$ cat src/rtl/div_pkg.sv
// Shared types and elaboration helpers for the sequential restoring divider.
`default_nettype none

package div_pkg;

  typedef enum logic [1:0] {
    IDLE = 2'd0,
    BUSY = 2'd1,
    DONE = 2'd2
  } div_state_t;

  function automatic int iter_of(input int width, input int step);
    return width / step;
  endfunction

  function automatic int cnt_width(input int iter);
    return (iter > 1) ? $clog2(iter) : 1;
  endfunction

  function automatic bit params_ok(input int width, input int step);
    return (width >= 2) && (step >= 1) && ((width % step) == 0);
  endfunction

endpackage

`default_nettype wire

$ cat src/rtl/div_step.sv
// One restoring-division sub-step: shift in a dividend bit, trial-subtract the divisor.
`default_nettype none

module div_step #(
  parameter int WIDTH = 8
) (
  input  logic [WIDTH:0]   rem_in,
  input  logic             dvd_bit,
  input  logic [WIDTH-1:0] divisor,
  output logic [WIDTH:0]   rem_out,
  output logic             q_bit
);

  logic [WIDTH:0] rem_sh;
  logic [WIDTH:0] diff;
  logic           borrow;

  always_comb begin
    rem_sh          = {rem_in[WIDTH-1:0], dvd_bit};
    {borrow, diff}  = {1'b0, rem_sh} - {2'b00, divisor};
    // A set top bit means the true shifted remainder exceeds any WIDTH-bit divisor.
    q_bit           = rem_in[WIDTH] | ~borrow;
    rem_out         = q_bit ? diff : rem_sh;
  end

endmodule

`default_nettype wire

$ cat src/rtl/div_seq_unsigned.sv
// Iterative unsigned restoring divider, STEP quotient bits per cycle, start/done handshake.
`default_nettype none

module div_seq_unsigned
  import div_pkg::*;
#(
  parameter int WIDTH = 8,
  parameter int STEP  = 1
) (
  input  logic             clk,
  input  logic             rst,
  input  logic             start,
  input  logic [WIDTH-1:0] SBC,
  input  logic [WIDTH-1:0] SC,
  output logic             ready,
  output logic             busy,
  output logic             done,
  output logic             dz,
  output logic [WIDTH-1:0] Q,
  output logic [WIDTH-1:0] R
);

  localparam int ITER  = iter_of(WIDTH, STEP);
  localparam int CNT_W = cnt_width(ITER);

  if (!params_ok(WIDTH, STEP)) begin : g_bad_params
    $error("div_seq_unsigned: WIDTH must be >= 2 and a multiple of STEP");
  end

  div_state_t             state, state_next;
  logic [WIDTH-1:0]       dvd;
  logic [WIDTH-1:0]       dvs;
  logic [WIDTH:0]         rem;
  logic [CNT_W-1:0]       cnt;
  logic [WIDTH-1:0]       q_reg;
  logic [WIDTH-1:0]       r_reg;
  logic                   dz_reg;

  logic [STEP:0][WIDTH:0] rem_chain;
  logic [STEP-1:0]        q_bits;
  logic [WIDTH-1:0]       dvd_next;
  logic                   last;

  assign last         = (cnt == CNT_W'(ITER - 1));
  assign rem_chain[0] = rem;

  for (genvar i = 0; i < STEP; i++) begin : g_step
    div_step #(.WIDTH(WIDTH)) u_step (
      .rem_in  (rem_chain[i]),
      .dvd_bit (dvd[WIDTH-1-i]),
      .divisor (dvs),
      .rem_out (rem_chain[i+1]),
      .q_bit   (q_bits[STEP-1-i])
    );
  end

  // Quotient bits enter at the bottom as dividend bits leave the top.
  if (STEP < WIDTH) begin : g_shift
    assign dvd_next = {dvd[WIDTH-STEP-1:0], q_bits};
  end else begin : g_full
    assign dvd_next = q_bits;
  end

  always_ff @(posedge clk or posedge rst) begin
    if (rst) state <= IDLE;
    else     state <= state_next;
  end

  always_comb begin
    state_next = state;
    case (state)
      IDLE, DONE: if (start) state_next = (SC == '0) ? DONE : BUSY;
      BUSY:       if (last)  state_next = DONE;
      default:    state_next = IDLE;
    endcase
  end

  always_ff @(posedge clk or posedge rst) begin
    if (rst) begin
      dvd    <= '0;
      dvs    <= '0;
      rem    <= '0;
      cnt    <= '0;
      q_reg  <= '0;
      r_reg  <= '0;
      dz_reg <= 1'b0;
    end else begin
      case (state)
        IDLE, DONE: begin
          if (start) begin
            dvd    <= SBC;
            dvs    <= SC;
            rem    <= '0;
            cnt    <= '0;
            dz_reg <= (SC == '0);
            if (SC == '0) begin
              q_reg <= '1;
              r_reg <= SBC;
            end
          end
        end
        BUSY: begin
          dvd <= dvd_next;
          rem <= rem_chain[STEP];
          cnt <= cnt + 1'b1;
          if (last) begin
            q_reg <= dvd_next;
            r_reg <= rem_chain[STEP][WIDTH-1:0];
          end
        end
        default: ;
      endcase
    end
  end

  assign busy  = (state == BUSY);
  assign ready = ~busy;
  assign done  = (state == DONE);
  assign dz    = dz_reg;
  assign Q     = q_reg;
  assign R     = r_reg;

endmodule

`default_nettype wire

$ cat config.mk
export PLATFORM = sky130hd
export DESIGN_NAME = div_seq_unsigned
export DESIGN_NICKNAME = d
export VERILOG_FILES = /design/src/rtl/div_pkg.sv /design/src/rtl/div_step.sv /design/src/rtl/div_seq_unsigned.sv
export SDC_FILE = /design/constraint.sdc
export NUM_CORES = 1
export LEC_CHECK = 0
export ABC_AREA = 0
export ABC_CLOCK_PERIOD_IN_PS = 2300
export CAP_MARGIN = 20
export CORE_MARGIN = 10
export CORE_UTILIZATION = 45
export DETAILED_ROUTE_END_ITERATION = 7
export GPL_ROUTABILITY_DRIVEN = 0
export PLACE_DENSITY = 0.77
export SYNTH_ARGS = -nofsm -noshare
export SYNTH_HDL_FRONTEND = slang
export SYNTH_HIERARCHICAL = 1
export SYNTH_SLANG_ARGS = --single-unit
$ cat constraint.sdc
create_clock -name clk -period 2.3 [get_ports clk]
set_input_delay 0.23 -clock clk [delete_from_list [all_inputs] [get_ports clk]]
set_output_delay 0.23 -clock clk [all_outputs]
set_load 0.005 [all_outputs]
# Word level (Yosys, flattened, before mapping)
# Cells that the tools add are included.
[word_totals]
regBits = 47
latch_bits = 0
ram_bits = 0
romBits = 0
in_bits = 19
mem_count = 0
[classes]
add_sub_neg = 2
multipliers = 0
div_mod_pow = 0
n_lt_le_gt_ge = 0
n_eq_ne = 6
shifts = 0
mux = 19
bitwise = 3
reduce_logical = 8
[op_table]
columns = ["cell", "n"]
rows = [
  ["$mux W8", 7],
  ["$pmux W8 S2", 3],
  ["$mux W9", 2],
  ["$pmux W9 S2", 1],
  ["$sub A9 B8 Y10", 1],
  ["$logic_not A8 Y1", 1],
  ["$mux W2", 3],
  ["$pmux W3 S2", 1],
  ["$reduce_and A2 Y1", 3],
  ["$ne A2 B2 Y1 const B", 2],
  ["$pmux W2 S2", 1],
  ["$reduce_and A4 Y1", 1],
  ["$add A3 B1 Y3 const B", 1],
  ["$eq A3 B3 Y1 const B", 1],
  ["$mux W3", 1],
  ["$eq A2 B1 Y1 const B", 1],
  ["$eq A2 B2 Y1 const B", 1],
  ["$logic_not A2 Y1", 1],
  ["$ne A2 B1 Y1 const B", 1],
  ["$not A1 Y1", 2],
  ["$reduce_bool A2 Y1", 1],
  ["$reduce_or A2 Y1", 1],
  ["$or A1 B1 Y1", 1],
]

# Logic depth before layout (Yosys ltp)
[depth]
ltp_word = 6
depth_mapped = 10

# Cells and area by module
# Netlist, hierarchy kept.
[modules_own_cells]
columns = ["module", "instances", "cells_each", "area_each_um2", "seq_area_each_um2"]
rows = [
  ["div_seq_unsigned", 1, 174, 1980.6, 1176.1],
  ["div_step", 1, 70, 525.5, 0.0],
]

# Worst setup path after synthesis
# OpenSTA, ideal clock, no wires.
[synth_timing]
path_type = "register to register"
startpoint = "register rem[5]"
endpoint = "register r_reg[2], in the netlist R[2]"
setup_ns = 0.126
arrival_time_ns = 2.017
slack_ns = 0.157
path_stages_with_launch = 9
path_buffers = 0
path_cell_list = "dfrtp_1 ha_1 a21o_1 o32ai_2 a21oi_2 a21boi_4 mux2_2 mux2i_1 o21ai_2"
[synth_rtl]
columns = ["element", "line", "text"]
rows = [
  ["start: declaration", "div_seq_unsigned.sv:33", "logic [WIDTH:0] rem;"],
  ["start signal: assignment", "div_seq_unsigned.sv:104", "rem <= rem_chain[STEP];"],
  ["end signal: assignment", "div_seq_unsigned.sv:108", "r_reg <= rem_chain[STEP][WIDTH-1:0];"],
  ["end: declaration", "div_seq_unsigned.sv:36", "logic [WIDTH-1:0] r_reg;"],
]

==> flow_metrics.env <==
export IMPL_r2r_end="R[6]"
export IMPL_setup_ws_ns=0.0346
export IMPL_synth_top_family_by_area="compound AO/OA/AOI/OAI gates"
export IMPL_grt_pass1_wl_um=10200
export IMPL_io_pins=39
export IMPL_cts_buffers_inserted=5
export IMPL_postRouteAntennaNets=0
export IMPL_synth_edf_count=0
export IMPL_r2r_start="dvs[0]"
export IMPL_finalCriticalPeriod_ns=2.27
export IMPL_synthToLayoutAreaGrowth_pct=28.2
export IMPL_clockBufferDepth=2
export IMPL_met3WireLength_um=286
export IMPL_design_die_area_um2=8950
export IMPL_grt_pass1_vias=2137
export IMPL_synthSimpleGateAreaFrac=0.149
export IMPL_cts_tree="done"
export IMPL_synth_fp_nets=274
export IMPL_relSlewSlack=0.451
export IMPL_clock_fmax_mhz=441
export IMPL_worst_pin_slew_ns=0.822
export IMPL_die_h_um=94.6
export IMPL_avgSynthCellArea_um2=10.3
export IMPL_firstDrtPassIters=4
export IMPL_met1_length_um=2570
export IMPL_core_area_um2=5440
export IMPL_synth_area_mux_share=0.0624
export IMPL_async_flop_share=1.00
export IMPL_met2_length_um=3180
export IMPL_cts_hold_fix_buffers=0
export IMPL_dp_hpwl_um=4500
export IMPL_ys_types=42
export IMPL_maxCapViolCount=0
export IMPL_rrSetupSlack_ns=0.03
export IMPL_grt_max_degree=48
export IMPL_wl_per_cell_um=16.7
export IMPL_regMostFlops="rem"
export IMPL_synth_compound_area_frac=0.210
export IMPL_slowest_stage="dfrtp_1"
export IMPL_die_w_um=94.6
export IMPL_drc_errors=0
export IMPL_cts_clk_slew_worst_paths_ns=0.09
export IMPL_yosys_warnings=6
export IMPL_grtUsageTotal=0.142
export IMPL_netlist_area_um2=2510
export IMPL_finClkSkew_ns=0.00532
export IMPL_synthFlopType="dfrtp_1"
export IMPL_maxSlewViolCount=0
export IMPL_ff2ff_path_depth=9
export IMPL_antenna_found_initial=0
export IMPL_start_kind="flop"
export IMPL_wirelength_um=6110
export IMPL_post_route_period_util=0.985
export IMPL_grt_remaining_overflow=0
export IMPL_cts_root_buf="clkbuf_8"
export IMPL_vdd_ir_drop_max_mv=0.923
export IMPL_fin_setup_tns_ns=0
export IMPL_worstPathRequired_ns=2.48
export IMPL_synthAdderAreaFrac=0.0579
export IMPL_finalHoldViolCount=0
export IMPL_drtIter0Drc=137
export IMPL_critPathArrivalTime_ns=2.45
export IMPL_worstSkewPairLatency_ns=0.30
export IMPL_fill_cells=452
export IMPL_drive_above_1_share=0.194
export IMPL_synth_seq_cells=47
export IMPL_diodes=0
export IMPL_powerDensity_nw_per_um2=1780
export IMPL_worstPathCellList="ha_4 -> fa_2 -> nor2b_2 -> o31a_1 -> o31a_2 -> nor3_2 -> mux2_4 -> mux2i_1 -> o21ai_2"
export IMPL_topRoutingLayerUsed="met4"
export IMPL_status="finished clean"
export IMPL_dr_total_vias=2022
export IMPL_fin_nets=324
export IMPL_syn_inst=244
export IMPL_worstSetupEndpointType="flop"
export IMPL_largest_reg_flops=9
export IMPL_min_path_type="in2async"
export IMPL_port_buffers=38
export IMPL_cts_max_level=2
export IMPL_setup_viol=0
export IMPL_start_util=0.461
export IMPL_vias_per_cell=5.52
export IMPL_crit_fanout=4
export IMPL_pre_cts_ws_ns=0.0240
export IMPL_num_rows=27
export IMPL_rsz0062_at_grt="true"
export IMPL_path_class="reg2reg"
export IMPL_synth_seq_area_share=0.469
export IMPL_power_leakage_nw=1.38
export IMPL_numClockSinks=47
export IMPL_synthXorXnorAreaFrac=0.0105
export IMPL_slowest_delay_ns=0.43
report_power, final:
part           internal, mW  switching (mW)
sequential             1.22           0.282
clock                 0.318           0.279
combinational          1.85            1.78
total                  3.39            2.34
through the flow:
stage                     utilization  hold slack (ns)  cells  instance area, um2  power [mW]
after CTS                       0.578            0.292    365                3140        5.51
after floorplan                     -            0.335    244                2510        3.85
final                           0.591            0.284    366                3210        5.73
after detailed placement        0.554            0.465    355                3010        4.81
after global placement          0.554            0.464    355                3010        4.71
after global routing            0.591            0.313    366                3210        6.24
per-layer routing:
layer / track usage / vias to the layer above
li1: - / 977
met1: 0.171 / 993
met5: 0 / -
met2: 0.239 / 43
met4: 0.0474 / 0
met3: 0.0397 / 9
critical path: cells and delay by family, from the launching register on:
kind / cells / cell delay [ns]
flops: 1 / 0.43
simple gates: 2 / 0.19
mux: 2 / 0.44
fa+ha+maj: 2 / 0.57
compound gates: 3 / 0.50
layout make-up:
cell class / count / area (um2) / share of cell area
Timing Repair Buffer: 51 / 490 / 0.153
Sequential cell: 47 / 1180 / 0.366
Multi-Input combinational cell: 173 / 1290 / 0.401
Clock inverter: 2 / 37.5 / 0.0117
Tap cell: 72 / 90.1 / 0.0280
Inverter: 16 / 60.1 / 0.0187
Clock buffer: 5 / 68.8 / 0.0214
synth_stat cells, drive strengths merged, types with 4 or more instances:
library cell   n  area (um2)
nor2           7        31.3
a22o          11        96.3
nand2b         4        25.0
mux2i         10         100
ha            10         125
buf            6        36.3
mux2           5        56.3
inv           16        60.1
nand2         47         176
o21ai         21         135
dfrtp         47        1180
nor4           6        67.6
nor3           7        35.0
o22a           7        61.3
a22oi          6        45.0
a21oi          6        41.3
cells in the final DEF (no fill, tap or decap), drive strengths merged, types with 2 or more instances in the layout:
cell type / n
nand2: 47
a21oi: 6
a21o: 2
xnor2: 3
nor3: 7
a31oi: 2
nor2: 7
o22a: 7
nor4: 6
a22oi: 6
o21a: 2
nor2b: 2
a211oi: 3
o31a: 2
o21ai: 21
nand2b: 4
ha: 10
a22o: 11
dfrtp: 47
inv: 16
buf: 13
mux2: 5
clkbuf: 5
mux2i: 10
clkdlybuf4s50: 38
repair_timing:
item                       4_1_cts  5_1_grt
setup endpoints to repair        1       15
resized for setup                1       13
hold endpoints to repair         0        0
buffers inserted                 3        1
pin swaps                        1        4
how the worst max path moves through the flow:
stage | startpoint | endpoint | slack (ns) | cells past startpoint
after global placement | dvd[7] | R[6] | 0.09 | 10
after detailed placement | dvd[7] | R[6] | 0.02 | 10
final | dvs[0] | R[6] | 0.03 | 9
after global routing | rem[2] | R[1] | -0.05 | 9
after CTS | rem[5] | R[4] | 0.006 | 8
after floorplan | rem[5] | R[2] | 0.16 | 8
kinds of logic after synthesis:
family                   after synthesis
flip-flops                            47
adder cells (fa/ha/maj)               11
AND/OR/NAND/NOR                       77
AO/OA/AOI/OAI                         67
XOR/XNOR                               3
buffers and inverters                 24
multiplexers                          15
Power figures use the tool's default switching activity.
